==> src/rtl/alu_share_arbiter_pkg.sv <==
`default_nettype none
// ============================================================================
// Module   : alu_share_arbiter_pkg
// Purpose  : Op codes and request record shared by the ALU-sharing arbiter.
// Revision : 1.0
// ============================================================================
package alu_share_arbiter_pkg;

  typedef logic [4:0] op_t;

  localparam op_t OP_ADD  = 5'd0;
  localparam op_t OP_SUB  = 5'd1;
  localparam op_t OP_AND  = 5'd2;
  localparam op_t OP_OR   = 5'd3;
  localparam op_t OP_XOR  = 5'd4;
  localparam op_t OP_NOR  = 5'd5;
  localparam op_t OP_SLL  = 5'd6;
  localparam op_t OP_SRL  = 5'd7;
  localparam op_t OP_SRA  = 5'd8;
  localparam op_t OP_SLT  = 5'd9;
  localparam op_t OP_LAST = OP_SLT;

  typedef struct packed {
    op_t         conf;
    logic        sign;
    logic [31:0] in1;
    logic [31:0] in2;
  } req_t;

  function automatic logic op_supported(op_t op);
    return op <= OP_LAST;
  endfunction

endpackage
`default_nettype wire

==> src/rtl/alu_share_arbiter_if.sv <==
`default_nettype none
// ============================================================================
// Module   : alu_share_arbiter_if
// Purpose  : Two-port request/response bundle between requesters and arbiter.
// Revision : 1.0
// ============================================================================
interface alu_share_arbiter_if #(
  parameter int CNT_W = 16
);
  import alu_share_arbiter_pkg::*;

  logic             req0_valid;
  logic             req0_ready;
  op_t              req0_conf;
  logic             req0_sign;
  logic [31:0]      req0_in1;
  logic [31:0]      req0_in2;
  logic             req1_valid;
  logic             req1_ready;
  op_t              req1_conf;
  logic             req1_sign;
  logic [31:0]      req1_in1;
  logic [31:0]      req1_in2;
  logic             resp0_valid;
  logic [31:0]      resp0_result;
  logic             resp0_err;
  logic             resp1_valid;
  logic [31:0]      resp1_result;
  logic             resp1_err;
  logic [CNT_W-1:0] grant0_cnt;
  logic [CNT_W-1:0] grant1_cnt;

  modport master (
    output req0_valid, req0_conf, req0_sign, req0_in1, req0_in2,
    output req1_valid, req1_conf, req1_sign, req1_in1, req1_in2,
    input  req0_ready, req1_ready,
    input  resp0_valid, resp0_result, resp0_err,
    input  resp1_valid, resp1_result, resp1_err,
    input  grant0_cnt, grant1_cnt
  );

  modport slave (
    input  req0_valid, req0_conf, req0_sign, req0_in1, req0_in2,
    input  req1_valid, req1_conf, req1_sign, req1_in1, req1_in2,
    output req0_ready, req1_ready,
    output resp0_valid, resp0_result, resp0_err,
    output resp1_valid, resp1_result, resp1_err,
    output grant0_cnt, grant1_cnt
  );

endinterface
`default_nettype wire

==> src/rtl/alu_share_arbiter_alu_core.sv <==
`default_nettype none
// ============================================================================
// Module   : alu_core
// Purpose  : Purely combinational 32-bit ALU with unsupported-op flag.
// Revision : 1.0
// ============================================================================
module alu_core
  import alu_share_arbiter_pkg::*;
(
  input  req_t        req_i,
  output logic [31:0] result_o,
  output logic        err_o
);

  logic       w_big_shift;
  logic [4:0] w_shamt;
  logic       w_lt;

  // Any set bit above bit 4 means the amount is 32 or more.
  assign w_big_shift = |req_i.in1[31:5];
  assign w_shamt     = req_i.in1[4:0];
  assign w_lt        = req_i.sign ? ($signed(req_i.in1) < $signed(req_i.in2))
                                  : (req_i.in1 < req_i.in2);

  always_comb begin
    result_o = 32'h0;
    err_o    = !op_supported(req_i.conf);
    case (req_i.conf)
      OP_ADD: result_o = req_i.in1 + req_i.in2;
      OP_SUB: result_o = req_i.in1 - req_i.in2;
      OP_AND: result_o = req_i.in1 & req_i.in2;
      OP_OR:  result_o = req_i.in1 | req_i.in2;
      OP_XOR: result_o = req_i.in1 ^ req_i.in2;
      OP_NOR: result_o = ~(req_i.in1 | req_i.in2);
      OP_SLL: result_o = w_big_shift ? 32'h0 : (req_i.in2 << w_shamt);
      OP_SRL: result_o = w_big_shift ? 32'h0 : (req_i.in2 >> w_shamt);
      OP_SRA: result_o = w_big_shift ? {32{req_i.in2[31]}}
                                     : $unsigned($signed(req_i.in2) >>> w_shamt);
      OP_SLT: result_o = {31'h0, w_lt};
      default: result_o = 32'h0;
    endcase
  end

endmodule
`default_nettype wire

==> src/rtl/alu_share_arbiter.sv <==
`default_nettype none
// ============================================================================
// Module   : alu_share_arbiter
// Purpose  : Shares one ALU between two requesters, registered 1-cycle reply.
// Revision : 1.0
// ============================================================================
module alu_share_arbiter
  import alu_share_arbiter_pkg::*;
#(
  parameter bit FIXED_PRIO = 1'b0,
  parameter int CNT_W      = 16
) (
  input  wire logic         clk,
  input  wire logic         reset,
  alu_share_arbiter_if.slave bus
);

  logic [1:0]  valid;
  req_t        req [2];
  logic [1:0]  grant;
  logic        last_grant_q;
  logic        last_grant_d;
  req_t        alu_req;
  logic [31:0] alu_result;
  logic        alu_err;

  assign valid[0] = bus.req0_valid;
  assign valid[1] = bus.req1_valid;
  assign req[0]   = '{conf: bus.req0_conf, sign: bus.req0_sign,
                      in1: bus.req0_in1, in2: bus.req0_in2};
  assign req[1]   = '{conf: bus.req1_conf, sign: bus.req1_sign,
                      in1: bus.req1_in1, in2: bus.req1_in2};

  // last_grant_q==1 means port 1 won last, so port 0 takes the next tie.
  always_comb begin
    grant = 2'b00;
    if (reset) begin
      if (valid[0] && (!valid[1] || FIXED_PRIO || last_grant_q)) begin
        grant[0] = 1'b1;
      end else if (valid[1]) begin
        grant[1] = 1'b1;
      end
    end
  end

  assign last_grant_d = (|grant) ? grant[1] : last_grant_q;
  assign alu_req      = grant[1] ? req[1] : req[0];

  alu_core u_alu (
    .req_i    (alu_req),
    .result_o (alu_result),
    .err_o    (alu_err)
  );

  always_ff @(posedge clk) begin
    if (!reset) begin
      last_grant_q <= 1'b1;
    end else begin
      last_grant_q <= last_grant_d;
    end
  end

  for (genvar p = 0; p < 2; p++) begin : g_port
    logic             resp_valid_q;
    logic [31:0]      resp_result_q;
    logic             resp_err_q;
    logic [CNT_W-1:0] cnt_q;
    logic [CNT_W-1:0] cnt_d;

    assign cnt_d = (cnt_q == {CNT_W{1'b1}}) ? cnt_q : cnt_q + CNT_W'(1);

    always_ff @(posedge clk) begin
      if (!reset) begin
        resp_valid_q  <= 1'b0;
        resp_result_q <= 32'h0;
        resp_err_q    <= 1'b0;
        cnt_q         <= '0;
      end else begin
        resp_valid_q <= grant[p];
        if (grant[p]) begin
          resp_result_q <= alu_result;
          resp_err_q    <= alu_err;
          cnt_q         <= cnt_d;
        end
      end
    end
  end

  assign bus.req0_ready   = grant[0];
  assign bus.req1_ready   = grant[1];
  assign bus.resp0_valid  = g_port[0].resp_valid_q;
  assign bus.resp0_result = g_port[0].resp_result_q;
  assign bus.resp0_err    = g_port[0].resp_err_q;
  assign bus.resp1_valid  = g_port[1].resp_valid_q;
  assign bus.resp1_result = g_port[1].resp_result_q;
  assign bus.resp1_err    = g_port[1].resp_err_q;
  assign bus.grant0_cnt   = g_port[0].cnt_q;
  assign bus.grant1_cnt   = g_port[1].cnt_q;

endmodule
`default_nettype wire

==> src/flat_wrapper.sv <==
// flat-port wrapper written by rule: the top's interface ports become plain ports
module alu_share_arbiter_flat import alu_share_arbiter_pkg::*;
#(
  parameter bit FIXED_PRIO = 1'b0,
  parameter int CNT_W      = 16
)
  (clk, reset, bus_req0_valid, bus_req0_conf, bus_req0_sign, bus_req0_in1, bus_req0_in2, bus_req1_valid, bus_req1_conf, bus_req1_sign, bus_req1_in1, bus_req1_in2, bus_req0_ready, bus_req1_ready, bus_resp0_valid, bus_resp0_result, bus_resp0_err, bus_resp1_valid, bus_resp1_result, bus_resp1_err, bus_grant0_cnt, bus_grant1_cnt);
  alu_share_arbiter_if #(.CNT_W(CNT_W)) bus_i ();
  input  wire logic clk;
  input  wire logic reset;
  input wire logic [$bits(bus_i.req0_valid)-1:0] bus_req0_valid;
  input wire logic [$bits(bus_i.req0_conf)-1:0] bus_req0_conf;
  input wire logic [$bits(bus_i.req0_sign)-1:0] bus_req0_sign;
  input wire logic [$bits(bus_i.req0_in1)-1:0] bus_req0_in1;
  input wire logic [$bits(bus_i.req0_in2)-1:0] bus_req0_in2;
  input wire logic [$bits(bus_i.req1_valid)-1:0] bus_req1_valid;
  input wire logic [$bits(bus_i.req1_conf)-1:0] bus_req1_conf;
  input wire logic [$bits(bus_i.req1_sign)-1:0] bus_req1_sign;
  input wire logic [$bits(bus_i.req1_in1)-1:0] bus_req1_in1;
  input wire logic [$bits(bus_i.req1_in2)-1:0] bus_req1_in2;
  output wire logic [$bits(bus_i.req0_ready)-1:0] bus_req0_ready;
  output wire logic [$bits(bus_i.req1_ready)-1:0] bus_req1_ready;
  output wire logic [$bits(bus_i.resp0_valid)-1:0] bus_resp0_valid;
  output wire logic [$bits(bus_i.resp0_result)-1:0] bus_resp0_result;
  output wire logic [$bits(bus_i.resp0_err)-1:0] bus_resp0_err;
  output wire logic [$bits(bus_i.resp1_valid)-1:0] bus_resp1_valid;
  output wire logic [$bits(bus_i.resp1_result)-1:0] bus_resp1_result;
  output wire logic [$bits(bus_i.resp1_err)-1:0] bus_resp1_err;
  output wire logic [$bits(bus_i.grant0_cnt)-1:0] bus_grant0_cnt;
  output wire logic [$bits(bus_i.grant1_cnt)-1:0] bus_grant1_cnt;
  assign bus_i.req0_valid = bus_req0_valid;
  assign bus_i.req0_conf = bus_req0_conf;
  assign bus_i.req0_sign = bus_req0_sign;
  assign bus_i.req0_in1 = bus_req0_in1;
  assign bus_i.req0_in2 = bus_req0_in2;
  assign bus_i.req1_valid = bus_req1_valid;
  assign bus_i.req1_conf = bus_req1_conf;
  assign bus_i.req1_sign = bus_req1_sign;
  assign bus_i.req1_in1 = bus_req1_in1;
  assign bus_i.req1_in2 = bus_req1_in2;
  assign bus_req0_ready = bus_i.req0_ready;
  assign bus_req1_ready = bus_i.req1_ready;
  assign bus_resp0_valid = bus_i.resp0_valid;
  assign bus_resp0_result = bus_i.resp0_result;
  assign bus_resp0_err = bus_i.resp0_err;
  assign bus_resp1_valid = bus_i.resp1_valid;
  assign bus_resp1_result = bus_i.resp1_result;
  assign bus_resp1_err = bus_i.resp1_err;
  assign bus_grant0_cnt = bus_i.grant0_cnt;
  assign bus_grant1_cnt = bus_i.grant1_cnt;
  alu_share_arbiter #(.FIXED_PRIO(FIXED_PRIO), .CNT_W(CNT_W)) u_core (.clk(clk), .reset(reset), .bus(bus_i));
endmodule
==> config.mk <==
export PLATFORM = sky130hd
export DESIGN_NAME = alu_share_arbiter_flat
export DESIGN_NICKNAME = d
export VERILOG_FILES = /design/src/rtl/alu_share_arbiter_pkg.sv /design/src/rtl/alu_share_arbiter_if.sv /design/src/rtl/alu_share_arbiter_alu_core.sv /design/src/rtl/alu_share_arbiter.sv /design/src/flat_wrapper.sv
export SDC_FILE = /design/constraint.sdc
export NUM_CORES = 1
export LEC_CHECK = 0
export ABC_AREA = 1
export CELL_PAD_IN_SITES_DETAIL_PLACEMENT = 0
export CELL_PAD_IN_SITES_GLOBAL_PLACEMENT = 1
export CORE_MARGIN = 4
export CORE_UTILIZATION = 37
export DETAILED_ROUTE_END_ITERATION = 8
export PLACE_DENSITY = 0.89
export SLEW_MARGIN = 20
export SYNTH_ARGS = -nofsm -noshare
export SYNTH_HDL_FRONTEND = slang
export SYNTH_SLANG_ARGS = --single-unit
export TNS_END_PERCENT = 100
==> constraint.sdc <==
create_clock -name clk -period 5.1 [get_ports clk]
set_input_delay 1.53 -clock clk [delete_from_list [all_inputs] [get_ports clk]]
set_output_delay 1.53 -clock clk [all_outputs]
set_load 0.02 [all_outputs]
==> run metrics <==
most common cell after layout, fill and taps aside nand2_1; largest net degree at the start of global routing 90; capturing element type of the critical path register; die area 0.04510 mm^2; Data arrival, critical path 5.27 ns; Required @ worst endpoint 5.36 ns; HP Start u_core.bus.resp0_result[16]; Crit Path Max Fanout 24; antenna violations before repair 0; share of cells above drive strength 1 13.22%; CP Launch Type input pin; Slew headroom 25.71%; Cell Count, Final, Fillers Out 3943; Synth Area in XOR/XNOR 0.3968%; clock-pin slew on the worst setup and hold paths 0.07 ns; total number of vias 22151; Max Cap Viol 0; Critical Path Start bus_req1_valid; Synth Area in Adders 8.275%; first-pass GRT wire length 116.4 mm; Layout area overhead 36.15%; port bufs 245; Synth Flop Type dfxtp_1; TritonCTS Buffers 9; Worst VDD drop 0.1658 mV; clock period minus worst slack 5.011 ns; Synth top area share 23.22%; H-tree levels 3; CTS tree yes; fraction of the cycle the final worst path needs 98.25%; Post-CTS Hold Buffers 0; Distinct cells, synth 54; routability cong. 1.195; Pleak 10.84 nW; post-synthesis mux area share 0.4534%; main combinational cell family by area after synthesis simple AND/OR/NAND/NOR gates; Mapped Area 0.01545 mm^2; EDFF count, synth 0; drt total wl 78.86 mm; post-DR wirelength/cell 20.00 um; async set-reset flop share out of synthesis 0%; CTS max path bufs 2; Core Footprint 0.04102 mm^2; Post-Syn Instances 2953; RR Startpoint u_core.last_grant_q; PD cells 204.2 mW/mm^2; DRT Pass-1 Iters 9; Ports 246; status finished, final reports clean; Worst Hold Class reg -> reg; #FFs+latches synth 101; dpl cell area 0.02055 mm^2; Crit Path Category in -> reg; clk_lat worst skew 0.36 ns; Site Rows 74; antenna diode count 0; total power 4.296 mW; Detail Route Antenna Nets 0; Congestion Overflow GR 0; max-slew violations 0; Synth Net Count 3198; initial DRC count 3173; placed cell count 3925; setup skew after layout 0.008153 ns; vias in the first global route 20384; Die Y 212.4 um; final instance area 0.02104 mm^2; Max Clk Rate 199.6 MHz; HPWL Detailed 64.47 mm; vias per cell 5.618; Synth Warn # 0; width of the die 212.4 um; simple-gate share of the synthesized area 46.34%; CTS root buffer clkbuf_16; post-synth top area cell nand2_1; Post-Route Utilization 51.29%; Hold Vio Cnt, Final 0; Mean Syn Cell Area 5.233 um^2; ranking of synthesized cells by area nand2_1 (23%), dfxtp_1 (13%), nand3_1 (10%), inv_1 (10%), ha_1 (8.0%); Initial Util 37.67%; Final #Nets 3651; sequential-to-total area share from yosys stat 13.09%; commonest cells after routing, fill and taps aside nand2_1 (954), inv_1 (414), buf_4 (320); final setup violation count 0; Total GRT Usage 32.97%; clk sink count 101; Worst-Margin Slew 1.113 ns; Post-route DRC 0; Synth Area in Compound Gates 16.51%; RSZ-0062 raised after global routing true
[timing repair]
item,4_1_cts,5_1_grt
setup buffers,0,0
gates resized for setup,2,50
cloned,0,2
pin swaps,0,3
endpoints found under the setup margin,2,49
[power breakdown]
group          internal, mW  switching [mW]
Clock                 0.394           0.355
Sequential            0.846          0.0403
Combinational          1.02            1.64
Total                  2.26            2.04
[synth_stat cells, types with 10 or more instances]
cell type and number:
nand4_1 63, nor2_1 274, inv_2 28, buf_2 38
o21ai_1 69, dfxtp_1 101, o21ai_0 153, nand3b_1 10
inv_1 414, clkbuf_1 65, o22ai_1 16, ha_1 99
buf_4 15, nand2_1 956, o211ai_1 22, buf_1 12
nor3_1 37, nand3_1 315, a21oi_1 150
[per-stage QoR]
stage | worst slack, ns | setup TNS, ns | hold WS, ns
global route | -0.01816 | -0.03304 | 0.5026
global placement | -0.4797 | -4.750 | 0.4487
floorplan | 0.2785 | 0 | 0.4886
detailed placement | -0.4990 | -7.482 | 0.4675
finish | 0.08918 | 0 | 0.4768
CTS | 0.005767 | 0 | 0.4778
[sequential cells by signal, summed over array words and instances (netlist names)]
register / count
u_core.bus.grant0_cnt: 16
u_core.bus.grant1_cnt: 16
u_core.bus.resp0_err: 1
u_core.bus.resp0_result: 32
u_core.bus.resp0_valid: 1
u_core.bus.resp1_err: 1
u_core.bus.resp1_result: 32
u_core.bus.resp1_valid: 1
u_core.last_grant_q: 1
[critical path, cell delays in order]
cell	delay (ns)
clkdlybuf4s50_1	0.53
nand2_4	0.09
clkinv_4	0.16
nand2_8	0.14
buf_12	0.20
buf_4	0.14
o21ai_1	0.17
inv_1	0.11
ha_2	0.42
nand2_1	0.09
o21ai_0	0.47
a21oi_1	0.23
nand3_1	0.13
nand2_1	0.06
nand3_1	0.19
nand4_1	0.13
nor2_1	0.23
nand3_1	0.11
nand2_1	0.08
inv_1	0.03
[layer usage]
layer	global-route usage [%]	part of all wire (%)	routed length, um
met3	9.149	13	10210
met4	18.19	7.0	5557
met2	48.61	40	31880
met1	43.47	40	31210
met5	0	0	0
[cell type report]
type / instances / area, um^2
fillers: 4263 / 19980
multi-input cells: 2276 / 11330
repair buffers: 574 / 5030
flip-flops and latches: 101 / 2022
inverters: 444 / 1672
well taps: 532 / 665.6
clock buffers: 9 / 225.2
clock inverters: 7 / 92.59
[worst paths after layout]
path	end	slack, ns	cells after the start
worst min-delay path	u_core.bus.resp0_result[16]	0.48	2
worst min register to register	u_core.bus.resp0_result[16]	0.48	2
worst max-delay path	u_core.bus.resp1_result[23]	0.09	20
worst max register to register	u_core.bus.resp1_result[23]	1.36	19
[cells by family (layout without fill, tap and decap cells)]
logic type,count (synthesis),in the layout
DFF,101,101
buffers and inverters,578,1034
and+or+nand+nor,1697,1699
adders and majority gates,101,101
muxes,7,7
AOI/OAI and AO/OA,462,462
xor gates and xnor gates,7,7
Power figures use the tool's default switching activity.
